`src/rtl/dma_job_scheduler.sv`:
```
// Round-robin owner of the accelerator DMA: programs descriptor 0 and control over
// AXI-Lite for each granted job, waits for completion or timeout, then clears go.
package dma_axil_pkg;
    typedef struct packed {
        logic [31:0] awaddr;
        logic [2:0]  awprot;
        logic [3:0]  awid;
        logic        awvalid;
        logic [31:0] wdata;
        logic [3:0]  wstrb;
        logic        wvalid;
        logic        bready;
        logic [31:0] araddr;
        logic [2:0]  arprot;
        logic        arvalid;
        logic        rready;
    } s_axil_mosi_t;

    typedef struct packed {
        logic        awready;
        logic        wready;
        logic [1:0]  bresp;
        logic        bvalid;
        logic        arready;
        logic [31:0] rdata;
        logic [1:0]  rresp;
        logic        rvalid;
    } s_axil_miso_t;
endpackage

module dma_job_scheduler
    import dma_axil_pkg::*;
#(
    parameter int          NUM_REQ        = 3,
    parameter int          TIMEOUT_CYC    = 65535,
    parameter logic [31:0] OFF_SRC        = 32'h10,
    parameter logic [31:0] OFF_DST        = 32'h18,
    parameter logic [31:0] OFF_BYTES      = 32'h20,
    parameter logic [31:0] OFF_CFG        = 32'h28,
    parameter logic [31:0] OFF_CTRL       = 32'h00,
    parameter logic [31:0] CFG_VAL        = 32'h4,
    parameter logic [31:0] CTRL_GO_VAL    = 32'h1F,
    parameter logic [31:0] CTRL_ABORT_VAL = 32'h2
) (
    input  logic                    clk,
    input  logic                    rst,
    input  logic [NUM_REQ-1:0]      req_valid_i,
    output logic [NUM_REQ-1:0]      req_ready_o,
    input  logic [NUM_REQ*32-1:0]   req_src_i,
    input  logic [NUM_REQ*32-1:0]   req_bytes_i,
    output logic [NUM_REQ-1:0]      grant_o,
    output logic [NUM_REQ-1:0]      done_o,
    output logic [NUM_REQ-1:0]      err_o,
    output logic                    busy_o,
    output s_axil_mosi_t            csr_mosi_o,
    input  s_axil_miso_t            csr_miso_i,
    input  logic                    dma_done_i,
    input  logic                    dma_error_i
);
    localparam int            IW     = (NUM_REQ > 1) ? $clog2(NUM_REQ) : 1;
    localparam logic [IW:0]   NREQ_W = (IW+1)'(NUM_REQ);

    typedef enum logic [2:0] {IDLE, AW_W, B, WAIT_DONE, RESP} state_t;
    typedef enum logic [2:0] {W_SRC, W_DST, W_BYTES, W_CFG, W_GO, W_ABORT, W_CLR} widx_t;

    state_t             state_q, state_d;
    widx_t              widx_q, widx_d;
    logic [IW-1:0]      rr_ptr_q, rr_ptr_d;
    logic [NUM_REQ-1:0] grant_q, grant_d;
    logic [31:0]        src_q, src_d, bytes_q, bytes_d;
    logic               aw_pend_q, aw_pend_d, w_pend_q, w_pend_d;
    logic               err_q, err_d;
    logic [15:0]        tmo_q, tmo_d;
    logic [IW-1:0]      pick;
    logic               pick_vld;
    logic [IW:0]        cand;
    logic               unused_miso;

    assign unused_miso = ^{csr_miso_i.arready, csr_miso_i.rdata, csr_miso_i.rresp, csr_miso_i.rvalid};

    function automatic logic [31:0] wr_addr(widx_t w);
        case (w)
            W_SRC:   return OFF_SRC;
            W_DST:   return OFF_DST;
            W_BYTES: return OFF_BYTES;
            W_CFG:   return OFF_CFG;
            default: return OFF_CTRL;
        endcase
    endfunction

    function automatic logic [31:0] wr_data(widx_t w, logic [31:0] s, logic [31:0] b);
        case (w)
            W_SRC:   return s;
            W_BYTES: return b;
            W_CFG:   return CFG_VAL;
            W_GO:    return CTRL_GO_VAL;
            W_ABORT: return CTRL_ABORT_VAL;
            default: return 32'h0;
        endcase
    endfunction

    // First requester strictly after the last owner, wrapping.
    always_comb begin
        pick     = '0;
        pick_vld = 1'b0;
        cand     = '0;
        for (int k = 1; k <= NUM_REQ; k++) begin
            cand = {1'b0, rr_ptr_q} + (IW+1)'(k);
            if (cand >= NREQ_W) cand = cand - NREQ_W;
            if (!pick_vld && req_valid_i[cand[IW-1:0]]) begin
                pick_vld = 1'b1;
                pick     = cand[IW-1:0];
            end
        end
    end

    always_comb begin
        state_d   = state_q;
        widx_d    = widx_q;
        rr_ptr_d  = rr_ptr_q;
        grant_d   = grant_q;
        src_d     = src_q;
        bytes_d   = bytes_q;
        aw_pend_d = aw_pend_q;
        w_pend_d  = w_pend_q;
        err_d     = err_q;
        tmo_d     = tmo_q;
        case (state_q)
            IDLE: begin
                if (pick_vld) begin
                    rr_ptr_d       = pick;
                    grant_d        = '0;
                    grant_d[pick]  = 1'b1;
                    src_d          = req_src_i[32*pick +: 32];
                    bytes_d        = req_bytes_i[32*pick +: 32];
                    err_d          = 1'b0;
                    if (req_bytes_i[32*pick +: 32] == 32'h0) begin
                        state_d = RESP;
                    end else begin
                        state_d   = AW_W;
                        widx_d    = W_SRC;
                        aw_pend_d = 1'b1;
                        w_pend_d  = 1'b1;
                    end
                end
            end
            AW_W: begin
                aw_pend_d = aw_pend_q & ~csr_miso_i.awready;
                w_pend_d  = w_pend_q & ~csr_miso_i.wready;
                if (!aw_pend_d && !w_pend_d) state_d = B;
            end
            B: begin
                if (csr_miso_i.bvalid) begin
                    state_d   = AW_W;
                    aw_pend_d = 1'b1;
                    w_pend_d  = 1'b1;
                    if (widx_q == W_CLR) begin
                        state_d   = RESP;
                        aw_pend_d = 1'b0;
                        w_pend_d  = 1'b0;
                        if (csr_miso_i.bresp != 2'b00) err_d = 1'b1;
                    end else if (csr_miso_i.bresp != 2'b00) begin
                        err_d  = 1'b1;
                        widx_d = W_CLR;
                    end else if (widx_q == W_GO) begin
                        state_d   = WAIT_DONE;
                        aw_pend_d = 1'b0;
                        w_pend_d  = 1'b0;
                        tmo_d     = '0;
                    end else if (widx_q == W_ABORT) begin
                        widx_d = W_CLR;
                    end else begin
                        widx_d = widx_t'(widx_q + 3'd1);
                    end
                end
            end
            WAIT_DONE: begin
                tmo_d = tmo_q + 16'd1;
                if (dma_done_i || dma_error_i || ({1'b0, tmo_q} + 17'd1 == 17'(TIMEOUT_CYC))) begin
                    state_d   = AW_W;
                    aw_pend_d = 1'b1;
                    w_pend_d  = 1'b1;
                    widx_d    = W_CLR;
                    if (!dma_done_i) err_d = 1'b1;
                    if (!dma_done_i && !dma_error_i) widx_d = W_ABORT;
                end
            end
            RESP: begin
                state_d = IDLE;
                grant_d = '0;
            end
            default: state_d = IDLE;
        endcase
    end

    always_ff @(posedge clk) begin
        if (rst) begin
            state_q   <= IDLE;
            widx_q    <= W_SRC;
            rr_ptr_q  <= IW'(NUM_REQ-1);
            grant_q   <= '0;
            aw_pend_q <= 1'b0;
            w_pend_q  <= 1'b0;
            err_q     <= 1'b0;
            tmo_q     <= '0;
        end else begin
            state_q   <= state_d;
            widx_q    <= widx_d;
            rr_ptr_q  <= rr_ptr_d;
            grant_q   <= grant_d;
            aw_pend_q <= aw_pend_d;
            w_pend_q  <= w_pend_d;
            err_q     <= err_d;
            tmo_q     <= tmo_d;
        end
    end

    always_ff @(posedge clk) begin
        src_q   <= src_d;
        bytes_q <= bytes_d;
    end

    // Outputs are forced quiet while reset is asserted, even mid-job.
    always_comb begin
        csr_mosi_o        = '0;
        csr_mosi_o.rready = 1'b1;
        req_ready_o       = '0;
        grant_o           = '0;
        done_o            = '0;
        err_o             = '0;
        busy_o            = 1'b0;
        if (!rst) begin
            if (state_q == IDLE && pick_vld) req_ready_o[pick] = 1'b1;
            grant_o            = grant_q;
            busy_o             = (state_q != IDLE);
            csr_mosi_o.awvalid = (state_q == AW_W) && aw_pend_q;
            csr_mosi_o.wvalid  = (state_q == AW_W) && w_pend_q;
            csr_mosi_o.awaddr  = wr_addr(widx_q);
            csr_mosi_o.wdata   = wr_data(widx_q, src_q, bytes_q);
            csr_mosi_o.wstrb   = 4'hF;
            csr_mosi_o.bready  = (state_q == B);
            if (state_q == RESP) begin
                done_o = grant_q;
                err_o  = err_q ? grant_q : '0;
            end
        end
    end
endmodule
```
`config.mk`:
```
export PLATFORM = sky130hd
export DESIGN_NAME = dma_job_scheduler
export DESIGN_NICKNAME = d
export VERILOG_FILES = /design/src/rtl/dma_job_scheduler.sv
export SDC_FILE = /design/constraint.sdc
export NUM_CORES = 1
export LEC_CHECK = 0
export BUFFER_PORTS_ARGS = -buffer_cell sky130_fd_sc_hd__buf_2
export CAP_MARGIN = 15
export CORE_AREA = 2 2 144 146
export DETAILED_ROUTE_END_ITERATION = 16
export DIE_AREA = 0 0 146 148
export GPL_TIMING_DRIVEN = 0
export PLACE_DENSITY_LB_ADDON = 0.15
export REMOVE_ABC_BUFFERS = 1
export SLEW_MARGIN = 0
export SYNTH_ARGS = -nofsm -noshare
export SYNTH_HDL_FRONTEND = slang
export SYNTH_SLANG_ARGS = --single-unit
```
`constraint.sdc`:
```
create_clock -name clk -period 4.54 [get_ports clk]
set_clock_uncertainty 0.05 [all_clocks]
set_input_delay 0.908 -clock clk [delete_from_list [all_inputs] [get_ports clk]]
set_output_delay 0.908 -clock clk [all_outputs]
set_load 0.01 [all_outputs]
```
Word level (Yosys, flattened, before mapping)
Cells that the tools add are included.
{"block": "totals", "regBits": 94, "in_bits": 240, "out_inout_bits": 128, "elab_cells": 158}
{"block": "op_classes", "add_sub_neg": 9, "order_cmp": 8, "n_eq_ne": 22, "n_shift": 2, "mux": 71, "n_bitwise": 4, "n_reduce_logical": 32}
{"op": "variable part select 96 x 8 -> 32 bit", "n": 2}
{"op": "one-hot mux 32 bit (5 select lines)", "n": 1}
{"op": "two-way mux 3 bit", "n": 23}
{"op": "two-way mux 16 bit", "n": 4}
{"op": "two-way mux 39 bit", "n": 1}
{"op": "zero test 32 bit", "n": 1}
{"op": "one-hot mux 16 bit (2 select lines)", "n": 1}
{"op": "one-hot mux 6 bit (4 select lines)", "n": 1}
{"op": "two-way mux 1 bit", "n": 20}
{"op": "!= test 2 bit, second input constant", "n": 10}
{"op": "two-way mux 2 bit", "n": 9}
{"op": "adder 16 x 1 -> 17 bit, second input constant", "n": 1}
{"op": "== test 17 x 16 -> 1 bit, second input constant", "n": 1}
{"op": "adder 16 x 1 -> 16 bit, second input constant", "n": 1}
{"op": "== test 3 x 2 -> 1 bit, second input constant", "n": 4}
{"op": "== test 3 bit, second input constant", "n": 4}
{"op": "less-than comparator 2 x 3 -> 1 bit, second input constant", "n": 4}
{"op": "one-hot mux 3 bit (4 select lines)", "n": 1}
{"op": "AND reduction 5 bit", "n": 2}
{"op": ">= comparator 3 x 2 -> 1 bit, second input constant", "n": 3}
{"op": "one-hot mux 3 bit (3 select lines)", "n": 1}
{"op": "logical AND 1 bit", "n": 8}
{"op": "one-hot mux 1 bit (4 select lines)", "n": 2}
{"op": "AND reduction 7 bit", "n": 1}
{"op": "23 further kinds", "n": 42}

Longest topological paths before layout
{"block": "logic_depth", "depth_word": 18, "mapped_depth": 14, "depth_no_buf": 11}

Worst setup path after synthesis
No wires, ideal clock.
{"block": "synth_timing", "path_type": "register to output", "start": "reg rr_ptr_q[0]", "end": "out req_ready_o[1]", "arrival_time_ps": 2889, "path_slack_ps": 693, "path_stages_with_launch": 11, "path_buffers": 4, "cell_sequence": "dfxtp_1 inv_1 ha_1 mux2_2 o21ai_2 a31o_1 buf_6 buf_6 buf_2 buf_2 nor4b_1"}
{"block": "synth_via", "elab_chain_len": 18, "word_cells_on_any_way": 36, "classes_between": "6 x add/sub; 5 x order compare; 19 x mux; 6 x reduce/logical"}
{"element": "start: declaration", "line_no": "68", "source": "logic [IW-1:0] rr_ptr_q, rr_ptr_d;"}
{"element": "start signal: assignment", "line_no": "200", "source": "rr_ptr_q <= IW'(NUM_REQ-1);"}
{"element": "start signal: assignment", "line_no": "209", "source": "rr_ptr_q <= rr_ptr_d;"}
{"element": "adder 2 x 1 -> 3 bit", "line_no": "108", "source": "cand = {1'b0, rr_ptr_q} + (IW+1)'(k);"}
{"element": ">= comparator 3 x 2 -> 1 bit / subtractor 2 bit (equally long branches)", "line_no": "109", "source": "if (cand >= NREQ_W) cand = cand - NREQ_W;"}
{"element": "two-way mux 2 bit", "line_no": "109"}
{"element": "binary-select mux 1 bit (select 2 bit)", "line_no": "110", "source": "if (!pick_vld && req_valid_i[cand[IW-1:0]]) begin"}
{"element": "two-way mux 1 bit (implied by the code)", "line_no": "110"}
{"element": "two-way mux 1 bit", "line_no": "110"}
{"element": "zero test 1 bit", "line_no": "110"}
{"element": "logical AND 1 bit", "line_no": "110"}
{"element": "(+2 left out)"}
{"element": "logical AND 1 bit", "line_no": "110"}
{"element": "two-way mux 2 bit", "line_no": "110"}
{"element": "less-than comparator 2 x 3 -> 1 bit (implied by the code) / >= comparator 2 x 1 -> 1 bit (equally long branches)", "line_no": "233", "source": "if (state_q == IDLE && pick_vld) req_ready_o[pick] = 1'b1;"}
{"element": "logical AND 1 bit (implied by the code)", "line_no": "233"}
{"element": "two-way mux 1 bit (implied by the code)", "line_no": "233"}
{"element": "demux 1 bit (select 2 bit)", "line_no": "233"}
{"element": "two-way mux 3 bit (*)", "line_no": "233"}
{"element": "two-way mux 3 bit (*)", "line_no": "232", "source": "if (!rst) begin"}
{"element": "end: declaration", "line_no": "48", "source": "output logic [NUM_REQ-1:0] req_ready_o,"}
Mark *: on every way between the ends. The rest lies on a longest branch, timed or not. The select of a mux whose other input is x is not followed.

Worst setup path after layout
Same ends and word-level chain as after synthesis.

==> out/qor.txt <==
Worst-path clk slew = 0.07 ns
Drt pass-1 iters = 5
Slew @ Worst Pin = 1.08 ns
Slew headroom = 27.3%
Top-area cell type share of the netlist area = 28.4%
Pre-CTS setup slack = -0.421 ns
Setup TNS = 0 ns
Clk_lat worst skew = 0.34 ns
RSZ-0062 raised after global routing = false
H-tree levels = 3
Root buf cell = clkbuf_16
GRT Total Usage = 18.8%
GR Overflow Total = 0
Hold Path Class = flop to flop
Worst setup EP type = output pin
Synthesized area = 6780 µm²
Setup violators final = 0
Routability cong. = 0.797
Main synth FF type = edfxtp_1
Final worst slack = 0.282 ns
Antenna Violating Nets Remaining = 0
Share of layout cells above drive strength 1 = 30.6%
CTS tree = done
Initial antenna violation count = 1
Total wire length = 21200 µm
# clock sinks = 94
Io pins = 368
Number of enable flip-flop cells after synthesis = 64
Max Cap Violations = 0
Peak Freq = 235 MHz
Port-buffer cells = 258
Synth unique cells = 61
Kind of start point of the critical path = flop
Vias in the first global route = 5746
Nets = 1261
Area leader, netlist = edfxtp_1
Die ar. = 21600 µm²
Yosys warnings = 0
CTS Buf Count = 9
DR DRC count = 0
Cells after Synth = 777
Period utilization = 93.8%
Critical Path RT = 3.58 ns
Vias per inst = 4.91
Synth async-reset ratio = 0%
Crit Path Class = flop to output pin
Post-layout min period = 4.26 ns
Pleak = 3.65 nW
First-pass GRT wire length = 31800 µm
Critical Path AT = 3.30 ns
Fin. max-slew vios = 0
Final core utilization = 42.0%
Row count = 52
Starting DRC count in detailed routing = 331
DIE WIDTH = 146 µm
Crit-path max FO = 11
Flops & latches, synth = 94
Layout area overhead = 24.2%
Synthesized area per cell = 8.72 µm²
Initial Util = 33.8%
Antenna diode count = 0
Largest net degree at the start of global routing = 87
Top post-synthesis cells by area = edfxtp_1 28%, mux2i_1 10%, dfxtp_1 8.9%, buf_4 8.5%, o21ai_0 6.1%
Filler instances = 2110
Via count = 6301
Die height = 148 µm
DP Area = 8010 µm²
Max VDD drop = 0.454 mV
Design Area, Final = 8410 µm²
Post-DP HPWL = 15200 µm
Clk buf depth = 2
DR WL/cell = 16.6 µm
Fin. Hold Viols = 0
Share of the yosys chip area belonging to registers = 37.2%
Status = complete, no violations
Placeable core area = 20000 µm²
Pwr Density = 694 nW/µm²
[timing repair]
action,4_1_cts,5_1_grt
hold buffers,0,0
buffers inserted,1,5
pin swaps,2,1
gates resized for setup,5,2
endpoints found under the setup margin,10,10
gates cloned,2,1
[state kept, by name (all words and copies together) (netlist names)]
register / count
widx_q: 3
rr_ptr_q: 2
w_pend_q: 1
src_q: 32
tmo_q: 16
aw_pend_q: 1
bytes_q: 32
state_q: 3
grant_q: 3
err_q: 1
[cell usage after synthesis, types with 4 or more instances]
cell type and count:
nand2b_1 7, nand4_1 10, ha_1 14, nor3_1 12
a221oi_1 4, inv_1 17, dfxtp_1 30, mux2i_1 69
edfxtp_1 64, a311oi_1 5, xor2_1 4, o21ai_0 83
and2_1 5, and3_1 10, buf_2 4, nor3b_1 7
a22oi_1 27, nor2b_1 8, nor4_1 15, buf_4 77
clkbuf_1 36, nand2_1 90, buf_6 4, nand3_1 15
nor2_1 75, a21oi_1 32
[kinds of logic (layout without fill, tap and decap cells)]
group                    count (synthesis)  in the layout  share of synthesized area (%)
AND/OR/NAND/NOR                        269            271                           19.5
AO/OA/AOI/OAI                          182            183                           16.9
buffers and inverters                  140            301                           12.5
flip-flops                              94             94                           37.2
multiplexers                            71             71                           10.5
adder cells (fa/ha/maj)                 14             14                           2.58
XOR/XNOR                                 5              5                          0.646
other                                    2             73                          0.111
[worst max-delay path, cell delays in order (launching register included)]
cell and delay, ns:
dfxtp_1 0.49, inv_1 0.20, ha_4 0.39, mux2_2 0.41, o21ai_4 0.28, or4b_2 0.72, nand2_4 0.20, nor4b_1 0.08
buf_2 0.18
[where the power goes]
group / internal (mW) / switching [mW] / total [mW]
sequential: 1.55 / 0.144 / 1.70
clock: 0.442 / 0.328 / 0.770
combinational: 1.26 / 2.11 / 3.37
total: 3.26 / 2.58 / 5.84
[layout make-up]
| type | count | area, µm² | share of cell area (%) |
|---|---|---|---|
| Tap cell | 270 | 338 | 4.01 |
| Clock buffer | 12 | 246 | 2.93 |
| Sequential cell | 94 | 2520 | 30.0 |
| Clock inverter | 4 | 47.5 | 0.565 |
| Multi-Input combinational cell | 617 | 3770 | 44.8 |
| Inverter | 17 | 66.3 | 0.788 |
| Timing Repair Buffer | 268 | 1420 | 16.9 |
[per-stage QoR]
step	std cells	hold WS (ns)	total power, mW
2_1_floorplan	725	0.392	3.89
3_3_place_gp	1253	0.421	4.83
3_5_place_dp	1257	0.425	4.94
4_1_cts	1276	0.435	5.82
5_1_grt	1282	0.459	6.27
6_report	1282	0.430	5.84
[per-layer routing]
metal / up-vias / routed length [µm] / track usage, %
met4: 0 / 349 / 5.68
met2: 265 / 10200 / 32.5
met3: 22 / 1500 / 3.06
met1: 2890 / 9220 / 24.2
li1: 3124 / - / -
met5: - / 0 / 0
[cells in the final DEF, fill, tap and decap left out, types with 3 or more instances in the layout]
| cell | count |
|---|---|
| nor3b_1 | 7 |
| edfxtp_1 | 64 |
| nand3_1 | 15 |
| a311oi_1 | 5 |
| nand3b_1 | 3 |
| nand2b_1 | 7 |
| nand4_1 | 10 |
| nor4_1 | 15 |
| nor2b_1 | 6 |
| nand2_1 | 89 |
| conb_1 | 73 |
| nor2_1 | 75 |
| a21oi_1 | 32 |
| o21ai_4 | 3 |
| dfxtp_1 | 30 |
| buf_4 | 6 |
| a211oi_1 | 3 |
| buf_2 | 258 |
| a31oi_1 | 3 |
| a221oi_1 | 4 |
| o22ai_1 | 3 |
| and3_1 | 10 |
| ha_1 | 13 |
| xor2_1 | 4 |
| mux2i_1 | 69 |
| o21ai_0 | 83 |
| a22oi_1 | 27 |
| inv_1 | 16 |
| clkbuf_16 | 9 |
| nor3_1 | 12 |
| and2_1 | 4 |
[final timing paths]
check             slack, ns             end  cells after the start         from
hold reg to reg        0.43       aw_pend_q                      2    aw_pend_q
setup reg to reg       0.38       widx_q[1]                     12  rr_ptr_q[0]
hold / removal         0.43       aw_pend_q                      2    aw_pend_q
setup / recovery       0.28  req_ready_o[1]                      8  rr_ptr_q[0]
(Power assumes the default switching activity.)
